### config.mk
export PLATFORM = sky130hd
export DESIGN_NAME = sdm_alloc_req_ctl
export DESIGN_NICKNAME = d
export VERILOG_FILES = /design/src/rtl/sdm_alloc_req_ctl.sv
export SDC_FILE = /design/constraint.sdc
export NUM_CORES = 1
export LEC_CHECK = 0
export CORE_MARGIN = 4
export CORE_UTILIZATION = 52
export DETAILED_ROUTE_END_ITERATION = 16
export GPL_TIMING_DRIVEN = 0
export PLACE_DENSITY = 0.87
export SYNTH_ARGS = -nofsm -noshare
export SYNTH_HDL_FRONTEND = slang
export SYNTH_SLANG_ARGS = --single-unit
### constraint.sdc
create_clock -name clk -period 2.39 [get_ports clk]
set_input_delay 0.3585 -clock clk [delete_from_list [all_inputs] [get_ports clk]]
set_output_delay 0.3585 -clock clk [all_outputs]
set_load 0.005 [all_outputs]
### src/rtl/sdm_alloc_req_ctl.sv
// sdm_alloc_req_ctl: per-input request FSMs feeding the SDM M-N match allocator.
module sdm_alloc_req_ctl #(
  parameter int N = 2,
  parameter int M = 2
) (
  input  logic           clk,
  input  logic           rst_n,
  input  logic [N-1:0]   hd_vld,
  input  logic [N*M-1:0] hd_dst,
  output logic [N-1:0]   hd_rdy,
  input  logic [N-1:0]   tl_vld,
  output logic [N*M-1:0] r,
  input  logic [M*N-1:0] cfg,
  output logic [N*M-1:0] gnt,
  output logic [N-1:0]   busy,
  output logic [N-1:0]   err
);
  typedef enum logic [1:0] {IDLE, REQ, ACTIVE, REL} state_t;
  logic [M*N-1:0] cfg_meta_q, cfg_s;
  always_ff @(posedge clk or negedge rst_n) begin
    if (!rst_n) begin
      cfg_meta_q <= '0;
      cfg_s      <= '0;
    end else begin
      cfg_meta_q <= cfg;
      cfg_s      <= cfg_meta_q;
    end
  end
  for (genvar i = 0; i < N; i++) begin : g_in
    state_t         state_q, state_d;
    logic [M-1:0]   r_q, r_d, gnt_q, gnt_d, dst, col, hit, sel;
    logic           rdy_q, rdy_d, err_q, err_d;
    always_comb begin
      dst = hd_dst[i*M +: M];
      for (int k = 0; k < M; k++) col[k] = cfg_s[k*N+i];
      hit = col & r_q;
      sel = '0;
      // descending scan so the lowest granted resource wins
      for (int k = M-1; k >= 0; k--) if (hit[k]) begin
        sel = '0;
        sel[k] = 1'b1;
      end
      state_d = state_q;
      r_d     = r_q;
      gnt_d   = gnt_q;
      rdy_d   = 1'b0;
      err_d   = 1'b0;
      case (state_q)
        IDLE:   if (hd_vld[i]) begin
          if (|dst) begin
            r_d     = dst;
            state_d = REQ;
          end else err_d = 1'b1;
        end
        REQ:    if (|hit) begin
          r_d     = sel;
          gnt_d   = sel;
          rdy_d   = 1'b1;
          state_d = ACTIVE;
        end
        ACTIVE: if (tl_vld[i]) begin
          r_d     = '0;
          state_d = REL;
        end
        REL:    if (~|col) begin
          gnt_d   = '0;
          state_d = IDLE;
        end
        default: state_d = IDLE;
      endcase
    end
    always_ff @(posedge clk or negedge rst_n) begin
      if (!rst_n) begin
        state_q <= IDLE;
        r_q     <= '0;
        gnt_q   <= '0;
        rdy_q   <= 1'b0;
        err_q   <= 1'b0;
      end else begin
        state_q <= state_d;
        r_q     <= r_d;
        gnt_q   <= gnt_d;
        rdy_q   <= rdy_d;
        err_q   <= err_d;
      end
    end
    assign r[i*M +: M]   = r_q;
    assign gnt[i*M +: M] = gnt_q;
    assign hd_rdy[i]     = rdy_q;
    assign err[i]        = err_q;
    assign busy[i]       = state_q != IDLE;
  end
endmodule

==> results.txt <==
----------------------------------------------------
[Setup path]
  Worst R2R Path Depth ... 5
  R2R Setup Slk ... 0.80 ns
  Crit-path max cell delay ... approximately 0.49 ns
  Crit. End Element ... output port
  Worst path required time ... a little over 2 ns
  Kind of start point of the critical path ... register
  Worst Path Class, Setup ... register to output port
  Most common cell type on the critical path ... sky130_fd_sc_hd__inv_1
  Critical R2R Launch ... g_in[0].state_q[1]
  Slowest stage cell, crit path ... sky130_fd_sc_hd__clkdlybuf4s50_1
  Endpoint of the lowest-slack register-to-register path ... g_in[0].gnt_q[0]
  Cells along the critical path ... inv_1 -> ha_1 -> inv_1 -> clkdlybuf4s50_1
  CP arrival ... roughly 1.6 ns
  Crit path max fanout ... 4

[STA]
  Total negative slack ... 0 ns
  Final worst-path cycle share ... ~82%
  RSZ-0062 raised after global routing ... false
  Count of endpoints failing setup in the final report ... 0
  Tightest Pin Transition ... 1.01 ns
  Final hold violation count ... 0
  Fin. max-slew vios ... 0
  Worst slew margin relative to its limit ... 32.6%
  Max Clock Skew ... 0.0136 ns
  Final worst path period need ... 1.97 ns
  Final worst hold slack ... 0.359 ns
  Achievable frequency ... 507 MHz

[Power and ir drop]
  Highest ir drop seen on vdd ... 0.442 mV
  Ratio of total power to cell area ... 410 mW/mm^2
  Static leakage ... 0.728 nW

[Synthesis]
  Average size of a mapped cell ... 11.3 sq um
  Cell count after synthesis ... between 100 and 150
  Register bit total from synthesis ... 24
  Largest family of logic cells by synthesized area ... multiplexers
  Adder-cell area share of the yosys netlist ... about a tenth
  Syn nets ... between 100 and 150
  Fraction of synthesized cell area in xor and xnor cells ... 0%
  Post-synthesis share of cell area spent on and, or, nand and nor gates ... approximately 10%
  Count of distinct cell types in the synthesized netlist ... 18
  Count of yosys warnings during synthesis ... 0
  Compound-Gate Fraction of Synth Area ... under 10%
  Share of synthesized area spent on multiplexers ... 13.0%
  Mapped Area ... 0.00117 sq mm
  Sequential cell area fraction in the yosys report ... about half

[CTS]
  Post-CTS setup-driven buffer insertion count ... 0
  Clock tree root driver cell ... sky130_fd_sc_hd__clkbuf_4
  TritonCTS clock tree ... done
  H-tree levels ... 1
  Number of cells upsized or downsized after cts ... 0
  Hold buffer count at CTS ... 0
  Max clock buf depth ... 2
  Clock Sink Count ... 24
  Skew-Pair Late Insertion Delay ... roughly 0.31 ns
  Clock-pin transition on the worst setup and hold timing paths ... 0.10 ns
  Total CTS buffers ... 3

[Placed design]
  Final estimated routing congestion in global placement ... approximately 0.90
  HPWL Detailed ... roughly 1.7 mm
  I/O Buffers ... 27
  Post-placement cell area ... 0.00148 sq mm

[Floorplanning]
  Boundary Pins ... 28
  Cell row count ... 16
  Die boundary height ... around 56 um
  Die footprint ... 0.00308 sq mm
  CORE AREA ... 0.00204 sq mm
  Die width ... between 50 and 60 um
  Starting Density ... 57.5%

[Worst hold path]
  Hold/Removal Path Class ... register to register
  Number of cells on the worst hold path ... 0
  End point of the most critical hold path ... cfg_s[1]
  Hold path startpoint ... cfg_meta_q[1]

[GRT]
  Pin count of the biggest net entering global routing ... 25
  Initial antenna violation count ... 0
  Grt total ovfl ... 0
  Vias in the first global route ... 811
  Aggregate global-route resource usage ... approximately 14%
  First-pass GRT wire length ... 3.43 mm

[Final layout]
  Area growth syn-to-layout ... 27.8%
  Number of diodes ... 0
  Final net count ... 160
  Util after Layout ... between 70% and 80%
  Final instance area ... 0.00150 sq mm
  Share of final-layout standard cells stronger than drive strength 1 ... 10.4%

[Detailed routing]
  Antenna-violating nets left ... 0
  Ratio of routed vias to standard cells ... ~5.2
  Detailed-router iteration count before antenna repair ... 6
  DRT Wirelength ... around 2.1 mm
  Post-detailed-route wirelength per cell ... 12.9 um
  DRC violation count after routing ... 0
  Via count ... 845
  Initial drt markers ... 11

[Run]
  Max-capacitance violation count ... 0

[Run status]
  Result of the run ... finished clean

----------------------------------------------------
-- per-layer routing --
metal	vias to the layer above	GRT usage, %	share of wire (%)
met5	-	0	0
met4	0	4.17	1.9
met3	8	4.43	5.4
met2	30	25.5	51
met1	390	15.3	42
li1	417	-	-
-- where the power goes --
group / total [mW] / switching, mW / internal [mW]
combinational: 0.0332 / 0.0137 / 0.0195
clock: 0.164 / 0.105 / 0.0588
sequential: 0.418 / 0.00539 / 0.413
total: 0.615 / 0.124 / 0.491
-- cells by family (layout without fill, tap and decap cells) --
group | count (synthesis) | in the layout
and+or+nand+nor | 26 | 26
adders and majority gates | 10 | 10
AOI/OAI and AO/OA | 16 | 16
muxes | 14 | 14
buffers and inverters | 14 | 44
DFF | 24 | 24
-- layout by cell type (no fill, tap or decap) --
cell type and n:
sky130_fd_sc_hd__nand3_1 2, sky130_fd_sc_hd__clkbuf_4 3, sky130_fd_sc_hd__mux2_1 7, sky130_fd_sc_hd__a22oi_2 2, sky130_fd_sc_hd__nor2_1 6, sky130_fd_sc_hd__nand2_1 10
sky130_fd_sc_hd__mux2i_1 4, sky130_fd_sc_hd__mux2_2 3, sky130_fd_sc_hd__nor2b_2 2, sky130_fd_sc_hd__clkdlybuf4s50_1 27, sky130_fd_sc_hd__buf_4 4, sky130_fd_sc_hd__a21oi_1 4
sky130_fd_sc_hd__o21a_1 2, sky130_fd_sc_hd__nor2b_1 2, sky130_fd_sc_hd__inv_1 10, sky130_fd_sc_hd__o22ai_1 6, sky130_fd_sc_hd__ha_1 10, sky130_fd_sc_hd__nor3_1 4
sky130_fd_sc_hd__dfrtp_1 24, sky130_fd_sc_hd__o21ai_0 2
-- worst max path at each step --
stage | start | cells past startpoint | end | slack [ns]
6_report | g_in[1].state_q[0] | 4 | busy[1] | 0.42
5_1_grt | g_in[1].state_q[0] | 4 | busy[1] | 0.29
4_1_cts | g_in[1].state_q[0] | 4 | busy[1] | 0.39
3_5_place_dp | hd_dst[0] | 5 | g_in[0].state_q[1] | 0.65
3_3_place_gp | hd_dst[3] | 5 | g_in[1].state_q[1] | 0.67
2_1_floorplan | g_in[0].state_q[1] | 5 | g_in[0].gnt_q[0] | 0.94
-- stage by stage --
step | setup slack (ns) | total power [mW] | cells
final | 0.419 | 0.615 | 161
after global routing | 0.288 | 0.644 | 161
after global placement | 0.673 | 0.458 | 158
after floorplan | 0.939 | 0.427 | 104
after detailed placement | 0.654 | 0.459 | 158
after CTS | 0.387 | 0.623 | 161
-- critical path, delay by kind of cell, from the launching register on --
| family | cells | cell delay (ns) |
|---|---|---|
| buf+inv | 3 | 0.65 |
| fa+ha+maj | 1 | 0.25 |
| flops | 1 | 0.42 |
-- Yosys cell counts, drive strengths merged --
| library cell | n | area, sq um |
|---|---|---|
| nor3 | 4 | 20.0 |
| o22ai | 6 | 37.5 |
| o21a | 2 | 15.0 |
| nor2 | 6 | 22.5 |
| ha | 10 | 125 |
| nand3 | 2 | 10.0 |
| nand2 | 10 | 37.5 |
| dfrtp | 24 | 601 |
| nor2b | 4 | 30.0 |
| mux2 | 10 | 113 |
| mux2i | 4 | 40.0 |
| a21oi | 4 | 20.0 |
| buf | 4 | 30.0 |
| a22oi | 2 | 25.0 |
| inv | 10 | 37.5 |
| o21ai | 2 | 10.0 |
-- layout make-up --
type                       instances  area (sq um)
multi-input combinational         66           505
sequential                        24           601
clock buffer                       3          22.5
tap                               27          33.8
timing repair buffer              27           270
buffer                             4          30.0
fill                             156           542
inverter                          10          37.5
-- registers in the layout, indices dropped and copies added (netlist names) --
signal,flops
cfg_s,4
g_in.gnt_q,4
g_in.r_q,4
g_in.rdy_q,2
g_in.err_q,2
g_in.state_q,4
cfg_meta_q,4
(Power assumes the default switching activity.)
==> variant 1, RTL diff (same flow settings) <==
Register the input `cfg` before use, without a reset. The logic sees it one clock later. The other inputs are not delayed to match.
--- a/src/rtl/sdm_alloc_req_ctl.sv
+++ b/src/rtl/sdm_alloc_req_ctl.sv
@@ -17,4 +17,11 @@
 );
   typedef enum logic [1:0] {IDLE, REQ, ACTIVE, REL} state_t;
+
+  logic [M*N-1:0] cfg_q;
+
+  always_ff @(posedge clk) begin
+    cfg_q <= cfg;
+  end
+
   logic [M*N-1:0] cfg_meta_q, cfg_s;
   always_ff @(posedge clk or negedge rst_n) begin
@@ -23,5 +30,5 @@
       cfg_s      <= '0;
     end else begin
-      cfg_meta_q <= cfg;
+      cfg_meta_q <= cfg_q;
       cfg_s      <= cfg_meta_q;
     end
Function: changed (Yosys sat finds a counterexample within 4 cycles, from zero or initial values and one cycle with rst_n low).
==> variant 1 against the original RTL <==
Sequential cell count up 4. Synthesized area up 9.5%. Wire length up 12%. Cell area up 8.4%. Register-to-register slack worse by 40 ps. Worst hold slack worse by 23 ps. Cell count up 3.7%. Setup slack worse by 73 ps.
Power is not compared: it rests on default switching activity, and its combinational part moved more than twofold at a synthesized area within 25%.
==> variant 1: results (changes against the original RTL) <==
Outcome
  • Status: completed (unchanged)

Route
  • Drt initial violations: 28 (was 11)
  • Via density: 5.35 (was 5.25)
  • WL final: 2330 um (was 2080 um)
  • Metal3 WL: 94 um (was 112 um)
  • WL met2: 1210 um (was 1060 um)
  • M1 wire length: 990 um (was 864 um)

GRT
  • GRT met2 Usage: 0.279 (was 0.255)
  • Met1 GRT Util: 0.204 (was 0.153)
  • First-pass GRT wire length: 4270 um (was 3430 um)
  • Met3 usage: 0.0312 (was 0.0443)
  • Vias in the first global route: 929 (was 811)
  • Gr usage total: 0.164 (was 0.140)

STA
  • Slew margin rel.: 0.295 (was 0.326)
  • Hold slack: 336 ps (was 359 ps)
  • Clock Skews: 5.60 ps (was 13.6 ps)

Clocking
  • Clk slew on worst S/H paths: 150 ps (was 100 ps)

Finish
  • Final std cells w/o fill: 167 (was 161)
  • Fillers: 168 (was 156)

Placement
  • Post-DP HPWL: 1830 um (was 1670 um)
  • Dpl ws: 688 ps (was 654 ps)
  • Placed cells: 163 (was 158)

Yosys
  • Post-synth ARST share: 0.857 (was 1.00)
  • Synth Instances: 108 (was 104)
  • Post-synth cell types: 27 (was 18)
  • Seq/Total Area, Yosys: 0.530 (was 0.512)

Worst hold path
  • Hold EP: cfg_meta_q[1]$_DFF_PN0_ (was cfg_s[1]$_DFF_PN0_)
  • Hold Crit Start: cfg_q[1]$_DFF_P_ (was cfg_meta_q[1]$_DFF_PN0_)

Setup path
  • Critical path data arrival time: 1690 ps (was 1610 ps)
  • Critical R2R Launch: g_in[1].state_q[1]$_DFFE_PN0P_ (was g_in[0].state_q[1]$_DFFE_PN0P_)
  • R2r setup slk: 760 ps (was 800 ps)
  • Reg2Reg Capture Point: g_in[1].gnt_q[1]$_DFFE_PN0P_ (was g_in[0].gnt_q[0]$_DFFE_PN0P_)
-- variant 1: cell count changes after synthesis, sizes merged, moves of 2 or more --
cell   delta
dfxtp     +4
a31oi     +2
o22ai     -2
mux2      -3
-- variant 1: layout make-up --
class                           instances  share of cell area
Timing Repair Buffer                   27               0.166
Inverter                               10              0.0231
Clock buffer                            4              0.0223
Multi-Input combinational cell         66               0.330
Sequential cell                        28               0.418
Tap cell                               28              0.0215
Buffer                                  4              0.0185
-- variant 1: cell families (layout without fill, tap and decap cells) --
group,count (synthesis),count (layout),synth area share
AO/OA/AOI/OAI,20,20,0.121
flip-flops,28,28,0.530
multiplexers,11,11,0.111
adder cells (fa/ha/maj),9,9,0.0876
AND/OR/NAND/NOR,26,26,0.0983
buffers and inverters,14,45,0.0526
-- variant 1: where the power goes --
group	leakage (nW)	switching, mW	internal [mW]	total [mW]
Sequential	0.336	0.0595	0.540	0.599
Combinational	0.405	0.257	0.288	0.545
Clock	0.0210	0.137	0.0932	0.230
Total	0.762	0.453	0.921	1.37
==> variant 2, RTL diff (config.mk and constraints unchanged) <==
Made on the original files. Change the parameter `M` from 2 to 1.
--- a/src/rtl/sdm_alloc_req_ctl.sv
+++ b/src/rtl/sdm_alloc_req_ctl.sv
@@ -2,5 +2,5 @@
 module sdm_alloc_req_ctl #(
   parameter int N = 2,
-  parameter int M = 2
+  parameter int M = 1
 ) (
   input  logic           clk,
Interface: changed (resized cfg, gnt, hd_dst and r); port bits go from 28 to 20. No check against the original RTL was run, so the function may have changed too.
==> variant 2 against the original RTL <==
Wire length is 30% lower. Synthesized area is 22% lower. Setup slack lost 2.5 ps. Sequential share of layout area shrank 5.6 points. Count of clock-buffer cells in the layout grew 1. Cell area fell by 23%. Power down 23%. Sequential cell count shrank 8. Core utilization is 0.26 points higher. Critical path type unchanged. Largest cell class is now multi-input gates. Largest power group unchanged.
==> variant 2: results (changes against the original RTL) <==
Finish
  • Num sequential: 16 (was 24)
  • Fillers: 112 (was 156)
  • Multi-input gate area: 418 um2 (was 505 um2)
  • Antenna diodes: 0 (unchanged)
  • Sequential cell area share: 0.344 (was 0.400)
  • Number of multi-input logic gates: 43 (was 66)
  • Max FFs per register: 4
  • Nonclk buf count: 27 (was 31)
  • ClkCell Share: 0.0312 (was 0.0150)
  • Layout cell share with drive strength beyond 1: 0.180 (was 0.104)
  • NonClk Buf Share: 0.215 (was 0.200)
  • Top reg by flops: g_in.state_q
  • Fin nets: 122 (was 160)
  • Clkbuf count: 4 (was 3)

Route
  • Via count: 595 (was 845)
  • WL met2: 749 um (was 1060 um)
  • Metal3 WL: 74 um (was 112 um)
  • WL final: 1460 um (was 2080 um)
  • Uppermost layer routed: met3 (was met4)
  • M1 wire length: 635 um (was 864 um)
  • Number of detailed-route iterations in the first pass: 4 (was 6)
  • Drt initial violations: 2 (was 11)

Yosys
  • Commonest cells in the netlist: 16 x dfrtp_1, 11 x ha_1, 10 x inv_1 (was 24 x dfrtp_1, 10 x ha_1, 10 x inv_1, 10 x nand2_1, 7 x mux2_1)
  • Area contributors post-synth: dfrtp_1 44%, ha_1 15%, buf_4 6.6%, a2111oi_4 6.0%, inv_1 4.1% (was dfrtp_1 51%, ha_1 11%, mux2_1 6.7%, mux2i_1 3.4%, inv_1 3.2%)
  • Seq/Total Area, Yosys: 0.437 (was 0.512)
  • Post-synth cell types: 17 (was 18)
  • Post-synth ARST share: 1.00 (unchanged)
  • Net Count, Synth: 98 (was 128)

Outcome
  • Status: completed (unchanged)

Clocking
  • CTS resizes: 0 (unchanged)
  • H-tree levels: 1 (unchanged)
  • Clk slew on worst S/H paths: roughly 90 ps
  • CTS Root Cell: clkbuf_4 (unchanged)
  • Inserted Clock Buffers: 3 (unchanged)
  • Clock Path Buffers: 2 (unchanged)
  • Clk_lat worst skew: 280 ps (was 310 ps)

GRT
  • First-pass GRT wire length: 2520 um (was 3430 um)
  • Vias in the first global route: 574 (was 811)
  • Met3 usage: 0.0301 (was 0.0443)
  • Gr usage total: 0.136 (was 0.140)
  • Met1 GRT Util: 0.175 (was 0.153)
  • Pin count of the biggest net entering global routing: 17 (was 25)
  • GRT met2 Usage: 0.218 (was 0.255)

Power and ir drop
  • Peak supply drop: 0.358 mV (was 0.442 mV)
  • Leak pwr: 0.552 nW (was 0.728 nW)
  • Flop pwr share: 0.585 (was 0.680)
  • Clock power frac: 0.369 (was 0.266)
  • Switching power: 0.0937 mW (was 0.124 mW)

STA
  • Actual slew at the worst max-slew pin: 671 ps (was 1010 ps)
  • Clock Skews: 1.19 ps (was 13.6 ps)

Setup path
  • Critical path data arrival time: 1610 ps (about the same)
  • Element type at the critical path end: output port (unchanged)
  • CP Max Fanout: 4 (unchanged)

Placement
  • Buffers on Ports: 19 (was 27)
  • Post-DP HPWL: 1180 um (was 1670 um)
  • Routability cong.: 0.751 (was 0.904)
[variant 2: cell types whose count changed after synthesis, moves of 3 or more]
cell / change
nand2_1: -10
dfrtp_1: -8
o22ai_1: -6
buf_4: +4
a21boi_1: +4
mux2_2: -3
nor3_1: -4
a21oi_1: -4
mux2_1: -7
nor2_1: -3
o21ai_0: +4
[variant 2: final timing paths]
| path | startpoint | end | slack, ps | depth (start not counted) |
|---|---|---|---|---|
| min reg2reg | cfg_meta_q[1]$_DFF_PN0_ | cfg_s[1]$_DFF_PN0_ | 360 | 0 |
| min | cfg_meta_q[1]$_DFF_PN0_ | cfg_s[1]$_DFF_PN0_ | 360 | 0 |
| max | g_in[0].state_q[0]$_DFFE_PN0P_ | busy[0] | 420 | 4 |
| min in group asynchronous | rst_n | g_in[1].state_q[0]$_DFFE_PN0P_ | 480 | 1 |
| max reg2reg | g_in[1].state_q[0]$_DFFE_PN0P_ | g_in[1].state_q[1]$_DFFE_PN0P_ | 650 | 5 |
| max in group asynchronous | rst_n | g_in[1].rdy_q$_DFF_PN0_ | 1490 | 1 |
[variant 2: worst max-delay path, cell delays in order (launching register included)]
cell and delay, ps:
dfrtp_1 420, inv_1 100, ha_1 230, inv_1 90, clkdlybuf4s50_1 500
[variant 2: cell families after synthesis]
logic type	count (synthesis)	share of synthesized area
buffers and inverters	18	0.107
AO/OA/AOI/OAI	15	0.152
flip-flops	16	0.437
adder cells (fa/ha/maj)	11	0.150
AND/OR/NAND/NOR	13	0.0997
multiplexers	4	0.0546
[variant 2: through the flow]
step	cells	hold slack, ps	setup WS (ps)	power (mW)	cell area, um2
global placement	112	334	599	0.304	1130
global route	116	366	301	0.499	1160
CTS	116	357	394	0.483	1160
detailed placement	112	336	579	0.305	1130
finish	116	355	417	0.474	1160
floorplan	77	62.9	772	0.283	916
